**config.mk**
```make
export PLATFORM = sky130hd
export DESIGN_NAME = nios2_qsys_oci_dct_unpacker_flat
export DESIGN_NICKNAME = d
export VERILOG_FILES = /design/src/rtl/nios2_qsys_oci_dct_unpacker_pkg.sv /design/src/rtl/nios2_qsys_oci_dct_unpacker_if.sv /design/src/rtl/nios2_qsys_oci_dct_stat_counter.sv /design/src/rtl/nios2_qsys_oci_dct_unpacker.sv /design/src/flat_wrapper.sv
export SDC_FILE = /design/constraint.sdc
export NUM_CORES = 1
export LEC_CHECK = 0
export BUFFER_PORTS_ARGS = -buffer_cell sky130_fd_sc_hd__buf_2
export CAP_MARGIN = 40
export CORE_MARGIN = 3
export CORE_UTILIZATION = 30
export DETAILED_ROUTE_END_ITERATION = 10
export HOLD_SLACK_MARGIN = 0.06
export REMOVE_ABC_BUFFERS = 1
export SETUP_SLACK_MARGIN = 0.2
export SLEW_MARGIN = 10
export SYNTH_ARGS = -nofsm -noshare
export SYNTH_HDL_FRONTEND = slang
export SYNTH_SLANG_ARGS = --single-unit
```
**constraint.sdc**
```tcl
create_clock -name clk -period 1.9 [get_ports clk]
set_clock_uncertainty 0.15 [all_clocks]
set_input_delay 0.095 -clock clk [delete_from_list [all_inputs] [get_ports clk]]
set_output_delay 0.095 -clock clk [all_outputs]
set_load 0.02 [all_outputs]
```
**src/rtl/nios2_qsys_oci_dct_unpacker_pkg.sv**
```systemverilog
// Shared constants and types for the OCI DCT unpacker slice.
// Holds code/buffer geometry, FSM state type and named DCT code values.
package nios2_qsys_oci_dct_unpacker_pkg;

    localparam int CODE_W  = 2;
    localparam int DEPTH   = 15;
    localparam int BUF_W   = CODE_W * DEPTH;
    localparam int COUNT_W = 4;
    localparam int STAT_W  = 16;

    typedef enum logic {
        IDLE = 1'b0,
        EMIT = 1'b1
    } state_t;

    localparam logic [CODE_W-1:0] DCT_CODE_0 = 2'd0;
    localparam logic [CODE_W-1:0] DCT_CODE_1 = 2'd1;
    localparam logic [CODE_W-1:0] DCT_CODE_2 = 2'd2;
    localparam logic [CODE_W-1:0] DCT_CODE_3 = 2'd3;

endpackage

```
**src/rtl/nios2_qsys_oci_dct_unpacker_if.sv**
```systemverilog
// Packed-buffer input stream, code output stream and status for the unpacker.
// slave: unpacker side (in_*, out_ready in; out_*, status out). master: peer side.
interface nios2_qsys_oci_dct_unpacker_if #(
    parameter int CODE_W  = nios2_qsys_oci_dct_unpacker_pkg::CODE_W,
    parameter int BUF_W   = nios2_qsys_oci_dct_unpacker_pkg::BUF_W,
    parameter int COUNT_W = nios2_qsys_oci_dct_unpacker_pkg::COUNT_W,
    parameter int STAT_W  = nios2_qsys_oci_dct_unpacker_pkg::STAT_W
);

    logic               in_valid;
    logic               in_ready;
    logic [BUF_W-1:0]   in_buffer;
    logic [COUNT_W-1:0] in_count;
    logic               out_valid;
    logic               out_ready;
    logic [CODE_W-1:0]  out_code;
    logic               out_last;
    logic               empty_drop;
    logic               count_err;
    logic [STAT_W-1:0]  frames_done;
    logic [STAT_W-1:0]  codes_total;

    modport slave (
        input  in_valid, in_buffer, in_count, out_ready,
        output in_ready, out_valid, out_code, out_last,
        output empty_drop, count_err, frames_done, codes_total
    );

    modport master (
        output in_valid, in_buffer, in_count, out_ready,
        input  in_ready, out_valid, out_code, out_last,
        input  empty_drop, count_err, frames_done, codes_total
    );

endinterface

```
**src/rtl/nios2_qsys_oci_dct_stat_counter.sv**
```systemverilog
// Wrapping status counter with increment enable.
// Ports: clk, reset (async high), i_en increment, o_count current value.
module nios2_qsys_oci_dct_stat_counter #(
    parameter int W = 16
) (
    input  logic         clk,
    input  logic         reset,
    input  logic         i_en,
    output logic [W-1:0] o_count
);

    logic [W-1:0] r_count;

    always_ff @(posedge clk or posedge reset) begin
        if (reset) begin
            r_count <= '0;
        end else if (i_en) begin
            r_count <= r_count + W'(1);
        end
    end

    assign o_count = r_count;

endmodule

```
**src/rtl/nios2_qsys_oci_dct_unpacker.sv**
```systemverilog
// Replays packed DCT codes oldest-first, one per cycle, with status counters.
// Ports: clk, reset (async high), bus (slave: packed input, code output, status).
module nios2_qsys_oci_dct_unpacker #(
    parameter int CODE_W  = nios2_qsys_oci_dct_unpacker_pkg::CODE_W,
    parameter int DEPTH   = nios2_qsys_oci_dct_unpacker_pkg::DEPTH,
    parameter int BUF_W   = CODE_W * DEPTH,
    parameter int COUNT_W = nios2_qsys_oci_dct_unpacker_pkg::COUNT_W,
    parameter int STAT_W  = nios2_qsys_oci_dct_unpacker_pkg::STAT_W
) (
    input logic clk,
    input logic reset,
    nios2_qsys_oci_dct_unpacker_if.slave bus
);

    import nios2_qsys_oci_dct_unpacker_pkg::*;

    state_t             r_state;
    state_t             w_state_nxt;
    logic [BUF_W-1:0]   r_sh;
    logic [BUF_W-1:0]   w_sh_nxt;
    logic [COUNT_W-1:0] r_rem;
    logic [COUNT_W-1:0] w_rem_nxt;
    logic               r_empty_drop;
    logic               r_count_err;
    logic               w_last;
    logic               w_accept;
    logic               w_fire;
    logic               w_over;
    logic [COUNT_W-1:0] w_n;
    logic [BUF_W-1:0]   w_aligned;

    assign w_last   = (r_state == EMIT) && (r_rem == COUNT_W'(1));
    assign w_fire   = (r_state == EMIT) && bus.out_ready;
    assign w_accept = bus.in_valid && bus.in_ready;
    assign w_over   = bus.in_count > COUNT_W'(DEPTH);
    assign w_n      = w_over ? COUNT_W'(DEPTH) : bus.in_count;

    // Left-align so the oldest code lands in the MSBs; codes above n fall off.
    assign w_aligned = bus.in_buffer << (CODE_W * (DEPTH - int'(w_n)));

    // Ready on the last beat lets a new frame start with no bubble.
    assign bus.in_ready  = (r_state == IDLE) || (bus.out_ready && w_last);
    assign bus.out_valid = (r_state == EMIT);
    assign bus.out_code  = r_sh[BUF_W-1 -: CODE_W];
    assign bus.out_last  = w_last;
    assign bus.empty_drop = r_empty_drop;
    assign bus.count_err  = r_count_err;

    always_comb begin
        w_state_nxt = r_state;
        w_sh_nxt    = r_sh;
        w_rem_nxt   = r_rem;
        if (w_fire) begin
            w_sh_nxt  = r_sh << CODE_W;
            w_rem_nxt = r_rem - COUNT_W'(1);
            if (w_last) begin
                w_state_nxt = IDLE;
            end
        end
        // An accept on the last beat overrides the drain to IDLE.
        if (w_accept) begin
            if (w_n == '0) begin
                w_state_nxt = IDLE;
            end else begin
                w_sh_nxt    = w_aligned;
                w_rem_nxt   = w_n;
                w_state_nxt = EMIT;
            end
        end
    end

    always_ff @(posedge clk or posedge reset) begin
        if (reset) begin
            r_state      <= IDLE;
            r_sh         <= '0;
            r_rem        <= '0;
            r_empty_drop <= 1'b0;
            r_count_err  <= 1'b0;
        end else begin
            r_state      <= w_state_nxt;
            r_sh         <= w_sh_nxt;
            r_rem        <= w_rem_nxt;
            r_empty_drop <= w_accept && (w_n == '0);
            r_count_err  <= w_accept && w_over;
        end
    end

    nios2_qsys_oci_dct_stat_counter #(.W(STAT_W)) u_frames (
        .clk     (clk),
        .reset   (reset),
        .i_en    (w_fire && w_last),
        .o_count (bus.frames_done)
    );

    nios2_qsys_oci_dct_stat_counter #(.W(STAT_W)) u_codes (
        .clk     (clk),
        .reset   (reset),
        .i_en    (w_fire),
        .o_count (bus.codes_total)
    );

endmodule

```
**src/flat_wrapper.sv**
```systemverilog
// flat-port wrapper written by rule: the top's interface ports become plain ports
module nios2_qsys_oci_dct_unpacker_flat import nios2_qsys_oci_dct_unpacker_pkg::*;
#(
    parameter int CODE_W  = nios2_qsys_oci_dct_unpacker_pkg::CODE_W,
    parameter int DEPTH   = nios2_qsys_oci_dct_unpacker_pkg::DEPTH,
    parameter int BUF_W   = CODE_W * DEPTH,
    parameter int COUNT_W = nios2_qsys_oci_dct_unpacker_pkg::COUNT_W,
    parameter int STAT_W  = nios2_qsys_oci_dct_unpacker_pkg::STAT_W
)
  (clk, reset, bus_in_valid, bus_in_buffer, bus_in_count, bus_out_ready, bus_in_ready, bus_out_valid, bus_out_code, bus_out_last, bus_empty_drop, bus_count_err, bus_frames_done, bus_codes_total);
  nios2_qsys_oci_dct_unpacker_if #(.CODE_W(CODE_W), .BUF_W(BUF_W), .COUNT_W(COUNT_W), .STAT_W(STAT_W)) bus_i ();
  input logic clk;
  input logic reset;
  input wire logic [$bits(bus_i.in_valid)-1:0] bus_in_valid;
  input wire logic [$bits(bus_i.in_buffer)-1:0] bus_in_buffer;
  input wire logic [$bits(bus_i.in_count)-1:0] bus_in_count;
  input wire logic [$bits(bus_i.out_ready)-1:0] bus_out_ready;
  output wire logic [$bits(bus_i.in_ready)-1:0] bus_in_ready;
  output wire logic [$bits(bus_i.out_valid)-1:0] bus_out_valid;
  output wire logic [$bits(bus_i.out_code)-1:0] bus_out_code;
  output wire logic [$bits(bus_i.out_last)-1:0] bus_out_last;
  output wire logic [$bits(bus_i.empty_drop)-1:0] bus_empty_drop;
  output wire logic [$bits(bus_i.count_err)-1:0] bus_count_err;
  output wire logic [$bits(bus_i.frames_done)-1:0] bus_frames_done;
  output wire logic [$bits(bus_i.codes_total)-1:0] bus_codes_total;
  assign bus_i.in_valid = bus_in_valid;
  assign bus_i.in_buffer = bus_in_buffer;
  assign bus_i.in_count = bus_in_count;
  assign bus_i.out_ready = bus_out_ready;
  assign bus_in_ready = bus_i.in_ready;
  assign bus_out_valid = bus_i.out_valid;
  assign bus_out_code = bus_i.out_code;
  assign bus_out_last = bus_i.out_last;
  assign bus_empty_drop = bus_i.empty_drop;
  assign bus_count_err = bus_i.count_err;
  assign bus_frames_done = bus_i.frames_done;
  assign bus_codes_total = bus_i.codes_total;
  nios2_qsys_oci_dct_unpacker #(.CODE_W(CODE_W), .DEPTH(DEPTH), .BUF_W(BUF_W), .COUNT_W(COUNT_W), .STAT_W(STAT_W)) u_core (.clk(clk), .reset(reset), .bus(bus_i));
endmodule
```
==> results of run 1 <==
## cell families (layout without fill, tap and decap cells)
family | count (synthesis) | after routing | synth area share [%]
flip-flops | 68 | 68 | 40.6
other | 1 | 1 | 0.0895
AND/OR/NAND/NOR | 103 | 103 | 13.6
XOR/XNOR | 33 | 33 | 6.90
buffers and inverters | 44 | 167 | 5.11
multiplexers | 70 | 70 | 21.2
adder cells (fa/ha/maj) | 4 | 4 | 1.19
AO/OA/AOI/OAI | 65 | 65 | 11.3
## final cells by class
class / count / area [um^2] / share of cell area (%)
tap: 176 / 220 / 3.61
inverter: 13 / 48.8 / 0.800
clock inverter: 1 / 5.00 / 0.0820
timing repair buffer: 138 / 1110 / 18.1
clock buffer: 15 / 278 / 4.55
sequential: 68 / 1700 / 27.9
multi-input combinational: 276 / 2740 / 44.9
## power by group
group / switching, mW / total [mW] / leakage [nW] / internal (mW)
Clock: 0.593 / 1.58 / 0.140 / 0.989
Combinational: 1.32 / 2.75 / 1.81 / 1.42
Sequential: 0.332 / 2.16 / 0.883 / 1.83
## routing by layer
metal  routed length (um)  track usage [%]
met1                 5500             21.4
met2                 5620             23.9
met3                  502             1.82
met4                  175             5.41
met5                    0                0
## what timing repair did
action,4_1_cts,5_1_grt
hold buffers,6,0
endpoints found under the setup margin,53,55
hold endpoints to repair,74,0
cloned,3,1
resized for setup,55,67
pin swaps,16,19
setup buffers,13,7
## flip-flops by register name (all words and copies together), names as in the netlist
name / flops
u_core.bus.empty_drop: 1
u_core.bus.out_valid: 1
u_core.r_sh: 30
u_core.u_codes.o_count: 16
u_core.r_rem: 4
u_core.u_frames.o_count: 16
## final timing paths
path / depth (start not counted) / from / to
min in group asynchronous: 4 / reset / u_core.u_frames.o_count[2]
hold reg to reg: 1 / u_core.u_frames.o_count[15] / u_core.u_frames.o_count[15]
hold / removal: 4 / bus_in_buffer[3] / u_core.r_sh[5]
setup reg to reg: 8 / u_core.r_rem[1] / u_core.r_sh[25]
max in group asynchronous: 4 / reset / u_core.u_codes.o_count[0]
setup / recovery: 6 / u_core.r_rem[1] / bus_in_ready
## worst reg2reg max path, stage by stage (launching register included)
cell and delay, ns:
dfrtp_1 0.37, inv_2 0.06, ha_4 0.16, nor4bb_4 0.15
buf_4 0.16, o211a_4 0.28, buf_12 0.15, and2_4 0.17
a221oi_2 0.26
## cells in the final DEF, fill, tap and decap left out, types with 3 or more instances in the layout
master	count
buf_2	73
dfrtp_1	66
mux2i_1	54
buf_4	25
buf_6	24
xnor2_1	23
nand2_1	16
mux4_2	15
o22ai_2	13
and3_1	12
nand4_1	11
inv_1	11
clkbuf_16	10
a211oi_2	9
nand3_1	8
nor2_1	8
and2_1	8
xor2_1	6
nand2_2	6
dlygate4sd3_1	6
nor2b_1	5
a22oi_1	5
buf_12	5
nand2_4	4
a221oi_2	4
a211oi_1	4
a31oi_1	4
xnor2_2	4
and4_1	3
nor2_4	3
o22ai_4	3
ha_1	3
clkbuf_8	3
clkbuf_1	3
buf_16	3
## metrics by stage
| step | area, um^2 | setup TNS [ns] | hold WS [ns] | power [mW] |
|---|---|---|---|---|
| final | 6100 | -1.27 | 0.117 | 6.49 |
| after CTS | 5670 | -0.687 | 0.0611 | 6.01 |
| after floorplan | 4030 | -29.30 | 0.0847 | 3.25 |
| after detailed placement | 4920 | -1.85 | 0.0621 | 3.98 |
| after global routing | 6100 | -4.46 | 0.145 | 6.83 |
| after global placement | 4920 | -0.152 | 0.0502 | 3.93 |
==> results.ini, run 1 <==
[status]
outcome = finished, violations left
violations = negative setup slack

[worst_setup_path]
crit_buf_inv = 2
crit_family = simple AND/OR/NAND/NOR gates
path_class = reg -> out
worstSetupEndpointType = output port
cpMaxStageDelayCell = dfrtp_1
path_max_fanout = 3
cp-start-kind = flip-flop
worstPathCellList = inv_2 > ha_4 > or3b_4 > or2_4 > nand2_4 > buf_6
crit_arrival_ns = 1.77
slowest_delay_ns = 0.40
timing.reg2reg.setup_slack_ns = -0.11
cp.required_ns = 1.65

[yosys]
syn-cell-area_mm2 = 0.00419
ys_warn_count = 0
netlist_top_cells_area = dfrtp_1 41%, mux2i_1 13%, mux4_2 8.1%
synth_flop_cell = dfrtp_1
avgSynthCellArea_um2 = 10.8
yosysTopAreaCellShare_pct = 40.6
ys_ff_latch = 68
synthTopCellsByCount = 68 x dfrtp_1, 54 x mux2i_1, 27 x nand2_1, 27 x xnor2_1, 16 x o22ai_1
synth_edf_count = 0
synth_most_common_cell = dfrtp_1
syn_inst = 388
ys_async_sr_fraction_pct = 100
yosysSeqAreaShare_pct = 40.6
synth_top_area_cell = dfrtp_1
synth.distinct_cells = 49

[floorplan]
core_mm2 = 0.0135
die_area_mm2 = 0.0154
rows = 42
pin_count = 77
fp.dieH_um = 124
start_util_pct = 31.1
die_w_um = 124

[finish]
final_cell_count_no_fill = 687
drive_above_1_share_pct = 46.2
fillCellCount = 1214
finalNetCount = 548
antenna_cells = 0
finish.utilization_pct = 45.4
area_growth_pct = 45.6

[timing]
slew_headroom_pct = 61.0
setup_viol = 37
maxSlewViolCount = 0
clock.fmax_ghz = 0.496
layout_setup_ws_ns = -0.117
fin_crit_sh_pct = 106
max_slew.worst_pin.slew_ns = 0.569
rsz0062_at_grt = true
min_period_ns = 2.02
hold_viol_final = 0

[routing]
vias_per_cell = 5.20
drt-total-wl_mm = 11.8
drt_pre_antenna_iters = 5
drc_errors = 0
drt_iter0_drc = 203
routedWlPerCell_um = 17.2
dr_total_vias = 3575
ant_nets = 0

[job]
drv_cap = 0

[placed_design]
dp_hpwl_mm = 7.88
gp_congestion = 0.818
portBuffers = 75
dp.cells = 641
pre_cts_ws_ns = -0.103

[clocking]
clock-sinks = 68
cts_buffer_depth = 2
cts_buffers = 9
h-tree-depth = 3
clk_latency_ns = 0.33
path_clk_slew_ns = 0.06
cts_root_buf = clkbuf_16
tritoncts = built

[grt]
overflow = 0
grt_use_total_pct = 15.1
antenna_found_initial = 0
grt_pass1_wl_mm = 18.3
grt_pass1_vias = 3570
grt_max_degree = 69

[power]
ir_drop_uv = 591
leakagePower_nw = 2.83
power.density_mw_per_mm2 = 1060

[hold_path]
min-delay-path-class = in -> reg

No activity file was read; power rests on OpenSTA's default activity.
==> run 2, diff against run 1 <==
- CORE_MARGIN: 3 -> unset
- GPL_TIMING_DRIVEN: unset -> 0
- PLACE_DENSITY_LB_ADDON: unset -> 0.2
==> results.ini, run 2 (same netlist as run 1, synthesis figures left out) <==
[power]
p_total_mw = 6.32  ; -2.6%
leakagePower_nw = 2.65  ; -6.2%
power.density_mw_per_mm2 = 1080  ; +1.6%
ir_drop_uv = 525  ; -11%

[timing]
slew_headroom_pct = 43.2  ; -18 points
fin_crit_sh_pct = 108  ; +1.8 points
max_slew.worst_pin.slew_ns = 0.852  ; +0.283 ns
rsz0062_at_grt = true
layout_setup_ws_ns = -0.151  ; -0.0341 ns
fin_setup_tns_ns = -2.39  ; -1.13 ns
hold_viol_final = 0  ; unchanged
min_period_ns = 2.05  ; +0.0341 ns
clock.fmax_ghz = 0.487  ; -1.7%
maxSlewViolCount = 0  ; unchanged
holdWs_ns = 0.0834  ; -0.0333 ns
setup_viol = 45  ; +22%

[floorplan]
fp.dieH_um = 120  ; -3.2%
die_w_um = 120  ; -3.2%
rows = 42  ; unchanged
core_mm2 = 0.0135  ; unchanged
die_area_mm2 = 0.0144  ; -6.3%
pin_count = 77  ; unchanged
start_util_pct = 31.1  ; unchanged

[routing]
ant_nets = 0  ; unchanged
drt-total-wl_mm = 11.7  ; -0.57%
drt_pre_antenna_iters = 4  ; -1
dr_total_vias = 3524  ; -1.4%
routedWlPerCell_um = 17.5  ; +2.0%
drc_errors = 0  ; unchanged
drt_iter0_drc = 159  ; -22%
vias_per_cell = 5.26  ; +1.1%

[clocking]
tritoncts = built
clk_latency_ns = 0.33  ; about the same
clock-sinks = 68  ; unchanged
cts_buffer_depth = 2  ; unchanged
cts_buffers = 9  ; unchanged
path_clk_slew_ns = 0.06  ; about the same
h-tree-depth = 3  ; unchanged
cts_root_buf = clkbuf_16

[placed_design]
portBuffers = 75  ; unchanged
dp_hpwl_mm = 7.40  ; -6.2%
gp_congestion = 0.807  ; -1.4%
placed_area_mm2 = 0.00468  ; -4.8%
dp.cells = 611  ; -4.7%
pre_cts_ws_ns = -1.18  ; -1.08 ns

[grt]
grt_pass1_wl_mm = 18.6  ; +1.7%
antenna_found_initial = 0  ; unchanged
grt_use_total_pct = 16.5  ; +1.4 points
overflow = 0  ; unchanged
grt_pass1_vias = 3444  ; -3.5%
grt_max_degree = 56  ; -19%

[worst_setup_path]
worstSetupEndpointType = output port
path_class = reg -> out
crit_start = u_core.r_rem[1]
cp-start-kind = flip-flop
path_max_fanout = 4  ; +1
crit_arrival_ns = 1.81  ; +0.04 ns
cp.required_ns = 1.65  ; about the same
r2r-start = u_core.r_rem[1]

[finish]
area_growth_pct = 39.7
largest_register_ffs = 30  ; unchanged
antenna_cells = 0  ; unchanged
max_flop_register = u_core.r_sh
final_common_cell = buf_2
final_cell_count_no_fill = 670  ; -2.5%
fin_area_mm2 = 0.00585  ; -4.1%
finish.utilization_pct = 43.5  ; -1.9 points
layout_common_cells = 72 x buf_2, 66 x dfrtp_1, 54 x mux2i_1
drive_above_1_share_pct = 43.7  ; -2.5 points
finalNetCount = 531  ; -3.1%
fillCellCount = 1308  ; +7.7%

[hold_path]
holdCritStartpoint = bus_in_buffer[2]
min-delay-path-class = in -> reg

[status]
violations = negative setup slack
outcome = finished, violations left

[job]
drv_cap = 0  ; unchanged

run 2: routing by layer:
metal  wire length (um)  share of wire [%]  GRT usage [%]  vias up
met5                  0                  0              0        -
met4                127                1.1           4.22        0
met3                601                5.1           2.50       11
met2               5240                 45           25.5      104
met1               5760                 49           24.0     1757
li1                   -                  -              -     1652
run 2: critical path, stage by stage, from the launching register on:
cell	delay, ns
dfrtp_1	0.39
inv_2	0.09
ha_4	0.14
or3b_4	0.40
or2_4	0.29
nand2_4	0.06
buf_6	0.11
run 2: power breakdown:
group	internal (mW)	total, mW	leakage (nW)	switching (mW)
logic	1.27	2.56	1.63	1.29
clock network	1.01	1.63	0.142	0.618
registers	1.83	2.13	0.883	0.301
total	4.11	6.32	2.65	2.21
run 2: what timing repair did:
item                                   4_1_cts  5_1_grt
hold buffers                                 5        0
pin swaps                                   23       21
buffers inserted                            26        6
endpoints found under the hold margin       71        0
cloned                                       6        0
setup endpoints to repair                   58       57
gates resized for setup                     68       38
run 2: cell type report:
class / count / area (um^2) / share of cell area (%)
Clock inverter: 6 / 65.1 / 1.11
Clock buffer: 10 / 229 / 3.91
Multi-Input combinational cell: 282 / 2770 / 47.4
Tap cell: 176 / 220 / 3.76
Timing Repair Buffer: 115 / 806 / 13.8
Sequential cell: 68 / 1700 / 29.1
Inverter: 13 / 55.1 / 0.941
run 2: worst paths after layout:
check | to | slack (ns) | cells past startpoint
max in group asynchronous | u_core.bus.out_valid | 0.96 | 4
hold reg to reg | u_core.u_codes.o_count[15] | 0.32 | 1
setup / recovery | bus_in_ready | -0.15 | 6
setup reg to reg | u_core.u_frames.o_count[15] | -0.11 | 8
hold / removal | u_core.r_sh[4] | 0.08 | 3
min in group asynchronous | u_core.u_codes.o_count[13] | 0.09 | 3
